$ cat config.mk
export PLATFORM = sky130hd
export DESIGN_NAME = program_loader_flat
export DESIGN_NICKNAME = d
export VERILOG_FILES = /design/src/rtl/program_loader_if.sv /design/src/rtl/program_loader.sv /design/src/flat_wrapper.sv
export SDC_FILE = /design/constraint.sdc
export NUM_CORES = 1
export LEC_CHECK = 0
export ABC_AREA = 1
export BUFFER_PORTS_ARGS = -buffer_cell sky130_fd_sc_hd__buf_2
export CORE_MARGIN = 1.5
export CORE_UTILIZATION = 50
export CTS_CLUSTER_SIZE = 30
export DETAILED_ROUTE_END_ITERATION = 16
export GPL_ROUTABILITY_DRIVEN = 0
export PLACE_DENSITY_LB_ADDON = 0.1
export SLEW_MARGIN = 20
export SYNTH_ARGS = -nofsm -noshare
export SYNTH_HDL_FRONTEND = slang
export SYNTH_SLANG_ARGS = --single-unit
$ cat constraint.sdc
create_clock -name clock -period 2.9 [get_ports clock]
set_input_delay 0.145 -clock clock [delete_from_list [all_inputs] [get_ports clock]]
set_output_delay 0.145 -clock clock [all_outputs]
set_load 0.01 [all_outputs]
$ cat src/rtl/program_loader_if.sv
// Byte-stream handshake into the program loader: one byte moves on each
// rising edge where in_valid and in_ready are both high.
interface program_loader_if;
  logic       in_valid;
  logic [7:0] in_data;
  logic       in_ready;

  modport master (output in_valid, output in_data, input  in_ready);
  modport slave  (input  in_valid, input  in_data, output in_ready);
endinterface

$ cat src/rtl/program_loader.sv
// Boot loader: parses a framed image (A5, LE32 length, payload, checksum),
// writes it byte-wise into core memory and releases the core only after verification.
//
// state | meaning
// IDLE  | hunting for the 0xA5 magic byte, core held in reset
// LEN   | shifting in the 4-byte little-endian length
// DATA  | writing payload bytes to addresses 0..N-1
// CSUM  | comparing the received checksum byte
// DONE  | image verified, core released (terminal until reset)
// ERR   | load aborted, core held in reset (terminal until reset)
module program_loader #(
  parameter int WIDTH          = 32,
  parameter int MEM_DEPTH      = 4096,
  parameter int TIMEOUT_CYCLES = 65535
) (
  input  logic             clock,
  input  logic             reset,
  program_loader_if.slave  stream,
  output logic             mem_en,
  output logic [WIDTH-1:0] mem_addr,
  output logic [WIDTH-1:0] mem_data,
  output logic             cpu_reset,
  output logic             done,
  output logic             error,
  output logic [WIDTH-1:0] bytes_loaded
);

  localparam int          TW      = $clog2(TIMEOUT_CYCLES + 1);
  localparam logic [31:0] MAX_LEN = MEM_DEPTH;
  localparam logic [TW-1:0] TIMER_LOAD = TW'(TIMEOUT_CYCLES);

  typedef enum logic [2:0] {
    S_IDLE, S_LEN, S_DATA, S_CSUM, S_DONE, S_ERR
  } state_t;

  state_t          state;
  logic [31:0]     len_val;
  logic [1:0]      len_cnt;
  logic [31:0]     idx;
  logic [7:0]      csum;
  logic [TW-1:0]   timer;

  logic            active;
  logic            xfer;
  logic [31:0]     len_next;
  logic [31:0]     idx_next;

  assign active          = (state == S_LEN) || (state == S_DATA) || (state == S_CSUM);
  assign stream.in_ready = !reset && (active || state == S_IDLE);
  assign xfer            = stream.in_valid && stream.in_ready;
  assign len_next        = {stream.in_data, len_val[31:8]};
  assign idx_next        = idx + 32'd1;

  always_ff @(posedge clock) begin
    if (reset) begin
      state        <= S_IDLE;
      len_val      <= '0;
      len_cnt      <= '0;
      idx          <= '0;
      csum         <= '0;
      timer        <= TIMER_LOAD;
      mem_en       <= 1'b0;
      mem_addr     <= '0;
      mem_data     <= '0;
      bytes_loaded <= '0;
      cpu_reset    <= 1'b1;
      done         <= 1'b0;
      error        <= 1'b0;
    end else begin
      mem_en <= 1'b0;
      if (active && !xfer) begin
        // Down-counting idle timer; terminal count aborts the frame.
        if (timer <= TW'(1)) begin
          state <= S_ERR;
          error <= 1'b1;
        end else begin
          timer <= timer - TW'(1);
        end
      end else if (xfer) begin
        timer <= TIMER_LOAD;
        case (state)
          S_IDLE: begin
            if (stream.in_data == 8'hA5) begin
              state        <= S_LEN;
              len_val      <= '0;
              len_cnt      <= '0;
              idx          <= '0;
              csum         <= '0;
              bytes_loaded <= '0;
            end
          end
          S_LEN: begin
            len_val <= len_next;
            len_cnt <= len_cnt + 2'd1;
            if (len_cnt == 2'd3) begin
              if (len_next > MAX_LEN) begin
                state <= S_ERR;
                error <= 1'b1;
              end else if (len_next == 32'd0) begin
                state <= S_CSUM;
              end else begin
                state <= S_DATA;
              end
            end
          end
          S_DATA: begin
            mem_en       <= 1'b1;
            mem_addr     <= WIDTH'(idx);
            mem_data     <= {{(WIDTH-8){1'b0}}, stream.in_data};
            csum         <= csum + stream.in_data;
            idx          <= idx_next;
            bytes_loaded <= WIDTH'(idx_next);
            if (idx_next == len_val) state <= S_CSUM;
          end
          S_CSUM: begin
            if (stream.in_data == csum) begin
              state     <= S_DONE;
              done      <= 1'b1;
              cpu_reset <= 1'b0;
            end else begin
              state <= S_ERR;
              error <= 1'b1;
            end
          end
          default: ;
        endcase
      end
    end
  end

endmodule

$ cat src/flat_wrapper.sv
// flat-port wrapper written by rule: the top's interface ports become plain ports
module program_loader_flat 
#(
  parameter int WIDTH          = 32,
  parameter int MEM_DEPTH      = 4096,
  parameter int TIMEOUT_CYCLES = 65535
)
  (clock, reset, mem_en, mem_addr, mem_data, cpu_reset, done, error, bytes_loaded, stream_in_valid, stream_in_data, stream_in_ready);
  program_loader_if stream_i ();
  input  logic clock;
  input  logic reset;
  output logic mem_en;
  output logic [WIDTH-1:0] mem_addr;
  output logic [WIDTH-1:0] mem_data;
  output logic cpu_reset;
  output logic done;
  output logic error;
  output logic [WIDTH-1:0] bytes_loaded;
  input wire logic [$bits(stream_i.in_valid)-1:0] stream_in_valid;
  input wire logic [$bits(stream_i.in_data)-1:0] stream_in_data;
  output wire logic [$bits(stream_i.in_ready)-1:0] stream_in_ready;
  assign stream_i.in_valid = stream_in_valid;
  assign stream_i.in_data = stream_in_data;
  assign stream_in_ready = stream_i.in_ready;
  program_loader #(.WIDTH(WIDTH), .MEM_DEPTH(MEM_DEPTH), .TIMEOUT_CYCLES(TIMEOUT_CYCLES)) u_core (.clock(clock), .reset(reset), .stream(stream_i), .mem_en(mem_en), .mem_addr(mem_addr), .mem_data(mem_data), .cpu_reset(cpu_reset), .done(done), .error(error), .bytes_loaded(bytes_loaded));
endmodule
# Word level (Yosys, flattened, before mapping)

Cells that the tools add are included.

Flip-flop bits (word level): 137
Logic and storage cells: 86

Add/sub/neg operators: 4
Magnitude comparators: 2
Equal/unequal tests: 15
Multiplexer cells: 28
Bitwise gates (word level): 2
Reductions and logical operators: 23

Operator list:

| operator              | count |
|---|---|
| $pmux 32 s2           | 2 |
| $mux 16               | 3 |
| $add 32x1->32 const B | 1 |
| $eq 32x32->1          | 1 |
| $gt 32x13->1 const B  | 1 |
| $logic_not 32->1      | 1 |
| $mux 32               | 1 |
| $mux 3                | 7 |
| $le 16x1->1 const B   | 1 |
| $pmux 8 s2            | 1 |
| $sub 16x1->16 const B | 1 |
| $ne 3x3->1 const B    | 5 |
| $pmux 3 s4            | 1 |
| $reduce_and 4->1      | 3 |
| $reduce_and 6->1      | 2 |
| $mux 1                | 9 |
| $add 8x8->8           | 1 |
| $eq 8x8->1            | 1 |
| $eq 8x8->1 const B    | 1 |
| $mux 8                | 1 |
| $eq 3x2->1 const B    | 2 |
| $ne 2x2->1 const B    | 3 |
| $reduce_bool 2->1     | 3 |
| $reduce_bool 5->1     | 1 |
| other kinds (15)      | 21 |

# Depth between registers and ports, before layout

Word-level depth: 10
Gate-level depth with buffers: 19

# Least setup slack after synthesis

No wires, ideal clock.

Path type: register to register
From: reg u_core.bytes_loaded[1] (netlist name)
To: reg u_core.state[0]
Setup time: 0.115 ns
Arrival time: 1.998 ns
Required time: 2.785 ns
Path slack: 0.786 ns
Stages on the path, launching flop included: 19
Buffers on the path: 0
Clock period less this slack: 2.114 ns
Path through: dfxtp_1 ha_1 nand2_2 nor2_8 nand2_2 nor2_4 nand2_2 nand2_2 nand2_1 nand2_1 nand2_1 nor2_1 nand2_1 nor2_1 nand2_1 clkinv_1 nand2_1 a21oi_1 nor2_1

RTL lines:

| item                 | line                 | source |
|---|---|---|
| to (signal assigned) | program_loader.sv:56 | `state <= S_IDLE;` |
| to (signal assigned) | program_loader.sv:74 | `state <= S_ERR;` |
| to (signal assigned) | program_loader.sv:84 | `state <= S_LEN;` |
| to (decl)            | program_loader.sv:36 | `state_t state;` |

==> results by group <==
Finish
  • Syn-to-layout area delta: 14.7%
  • Layout cell share with drive strength beyond 1: 14.3%
  • Diode count: 0
  • Final standard cell area without fillers: 8510 sq um
  • Final net count: 1212

Setup path
  • CP Capture Type: register
  • Data required time of the worst path: 3.22 ns
  • Critical Path Fanout Max: 8
  • Critical path arrival: 2.82 ns
  • Worst R2R Path Depth: 16
  • Crit path launch type: register
  • WS Path Type: register to register

Clock network
  • Clock transition at path regs: 0.06 ns
  • Post-CTS Setup Bufs: 0
  • PostCTS Resize Cnt: 0
  • CTS root buf: clkbuf_16
  • Num CTS Buffers: 17
  • CTS tree: yes
  • Clock Sinks: 137
  • Worst skew pair latency: 0.43 ns
  • Htree depth: 4
  • # hold bufs at CTS: 0
  • Clock Tree Buf Depth: 2

Job
  • Max_cap viols: 0

Die
  • Row count: 44
  • Ports: 112
  • Die W: 125 microns
  • Die area: 15600 sq um
  • Die Span Y: 125 microns
  • Initial Util: 51.1%
  • Core Box Area: 14500 sq um

Drt
  • 1st-iter DRT viols: 689
  • Final antenna-violating net count: 0
  • Routed wire length: 20900 microns
  • DRC Markers: 0
  • Vias per inst: 5.33
  • WL/cell: 15.1 microns
  • Vias: 7377
  • TritonRoute pass-1 iters: 7

Logic synthesis
  • Post-synthesis instance area: 7430 sq um
  • Async SR Flop Fraction: 0%
  • Syn Area/Cell: 6.70 sq um
  • Yosys warnings: 0
  • Post-synth EDFFs: 0
  • Post-synthesis cell type count: 44
  • Post-synthesis sequential area ratio: 36.9%
  • Mapped Cells: 1109
  • Yosys reg bits: 137
  • Top FF cell, synth: dfxtp_1

Power and ir drop
  • P_leak: 3.73 nW
  • PwrDens: 629 nW/um^2
  • VDD IR max: 0.399 mV

Outcome
  • Status: finished clean

Timing
  • Setup TNS: 0 ns
  • Final Critical Period: 2.50 ns
  • # setup viols final: 0
  • Worst Skew: 0.00740 ns
  • RSZ-0062 raised after global routing: no
  • Fin. max-slew vios: 0
  • Worst slew pin tran: 0.931 ns
  • Fmax: 0.400 GHz
  • Max-slew headroom: 37.9%
  • Final Hold Viols: 0
  • Crit share post-route: 86.2%

Placement
  • DP Wirelength: 15300 microns
  • Placed inst area: 7970 sq um
  • Port Buffer Count: 87

GRT
  • Largest net degree at the start of global routing: 80
  • Total GRT Usage: 26.9%
  • Vias in the first global route: 6549
  • Grt total ovfl: 0
  • Initial antenna violation count: 0
  • First-pass GRT wire length: 33600 microns

Worst hold path
  • Hold crit path type: input port to register
  • WHS Path Cells: 3
==> worst max-delay path: stages, from the launching register on <==
cell,delay [ns]
dfxtp_1,0.43
ha_1,0.30
nand2_2,0.14
nor2_8,0.19
nand2_2,0.10
nor2_4,0.21
nand2_1,0.10
nand3_1,0.09
nand2_1,0.05
nor2_1,0.17
nand3_1,0.11
nor2_1,0.10
nand2_1,0.09
clkinv_1,0.05
nand2_1,0.06
a21oi_1,0.14
nor2_1,0.06
==> layer usage <==
metal | track usage [%] | share of wire (%) | vias to the layer above
met1 | 37.6 | 47 | 3348
met2 | 41.1 | 44 | 243
met4 | 8.49 | 1.8 | 0
met5 | 0 | 0 | -
li1 | - | - | 3758
met3 | 6.19 | 6.6 | 28
==> sequential cells by signal, indices dropped and copies added, names as in the netlist, 2 cells and up <==
signal	flops
u_core.len_cnt	2
u_core.len_val	32
u_core.state	3
u_core.csum	8
u_core.timer	16
u_core.mem_data	8
u_core.bytes_loaded	32
u_core.mem_addr	32
==> path summary, 6_finish.rpt <==
| check | start | slack, ns | endpoint |
|---|---|---|---|
| max reg2reg | u_core.bytes_loaded[1]$_SDFFE_PP0P_ | 0.40 | u_core.state[0]$_SDFFE_PP0P_ |
| max | u_core.bytes_loaded[1]$_SDFFE_PP0P_ | 0.40 | u_core.state[0]$_SDFFE_PP0P_ |
| min | stream_in_data[6] | 0.03 | u_core.mem_data[6]$_SDFFE_PP0P_ |
| min reg2reg | u_core.done$_SDFFE_PP0P_ | 0.45 | u_core.done$_SDFFE_PP0P_ |
==> cell usage after synthesis (2+ instances only) <==
| cell | number | share of area (%) |
|---|---|---|
| a22oi_1 | 14 | 1.4 |
| nor4_1 | 6 | 0.51 |
| ha_1 | 11 | 1.9 |
| nand3_1 | 106 | 7.1 |
| buf_1 | 2 | 0.10 |
| nand3_2 | 2 | 0.27 |
| nor3_2 | 2 | 0.27 |
| inv_2 | 4 | 0.20 |
| xor2_1 | 4 | 0.47 |
| nor2_8 | 3 | 0.81 |
| nor3_1 | 5 | 0.34 |
| nand2_1 | 276 | 14 |
| o211ai_1 | 3 | 0.30 |
| clkbuf_1 | 35 | 1.8 |
| nand4_1 | 8 | 0.67 |
| nor2_4 | 6 | 0.91 |
| a21boi_0 | 3 | 0.30 |
| nand3b_1 | 7 | 0.71 |
| o21ai_1 | 5 | 0.34 |
| nand2_2 | 12 | 1.0 |
| nor2_2 | 6 | 0.51 |
| buf_4 | 26 | 2.6 |
| nor2_1 | 134 | 6.8 |
| a21oi_1 | 97 | 6.5 |
| nand2_4 | 2 | 0.30 |
| xnor3_1 | 2 | 0.61 |
| o21ai_0 | 57 | 3.8 |
| clkinv_1 | 5 | 0.25 |
| dfxtp_1 | 137 | 37 |
| inv_1 | 97 | 4.9 |
| a211oi_1 | 19 | 1.9 |
==> metrics by stage <==
| stage | worst slack (ns) | instances | util, % | hold WS, ns | total power (W) |
|---|---|---|---|---|---|
| global route | 0.150 | 1385 | 58.6 | 0.0438 | 0.00563 |
| detailed placement | 0.432 | 1354 | 54.8 | 0.441 | 0.00338 |
| finish | 0.400 | 1385 | 58.6 | 0.0310 | 0.00535 |
| CTS | 0.403 | 1385 | 58.6 | 0.0153 | 0.00538 |
| floorplan | 0.786 | 1132 | - | 0.280 | 0.00305 |
| global placement | 0.419 | 1354 | 54.8 | 0.424 | 0.00338 |
==> cell type report <==
| class | count | area (sq um) |
|---|---|---|
| Multi-Input combinational cell | 825 | 4040 |
| Timing Repair Buffer | 102 | 561 |
| Fill cell | 1470 | 6020 |
| Inverter | 106 | 398 |
| Sequential cell | 137 | 2740 |
| Tap cell | 184 | 230 |
| Clock inverter | 8 | 45.0 |
| Clock buffer | 23 | 498 |
==> cell families (layout without fill, tap and decap cells) <==
logic type / Yosys count / in the layout / synth area share [%]
buffers and inverters: 170 / 239 / 9.92
other: 1 / 24 / 0.0505
XOR/XNOR: 7 / 7 / 1.20
flip-flops: 137 / 137 / 36.9
AO/OA/AOI/OAI: 203 / 203 / 15.2
AND/OR/NAND/NOR: 579 / 579 / 34.5
adder cells (fa/ha/maj): 12 / 12 / 2.12
==> placed cells by master (no fill, tap or decap), drive strengths merged, types with 8 or more instances in the layout <==
cell type  netlist  layout
buf             29     102
ha              11      11
a22oi           14      14
nor2           149     149
o21ai           63      63
nand3          108     108
nand4            8       8
clkbuf          35      23
clkinv           5      11
inv            101     101
nand2          290     290
dfxtp          137     137
a21oi           97      97
conb             1      24
a211oi          19      19
==> power breakdown <==
group	total [W]	leakage [nW]	switching, W	internal, W
clock	0.00200	0.270	0.000805	0.00119
sequential	0.00219	1.11	0.000143	0.00205
combinational	0.00117	2.35	0.000791	0.000379
total	0.00535	3.73	0.00174	0.00361
No activity file was read; power rests on OpenSTA's default activity.
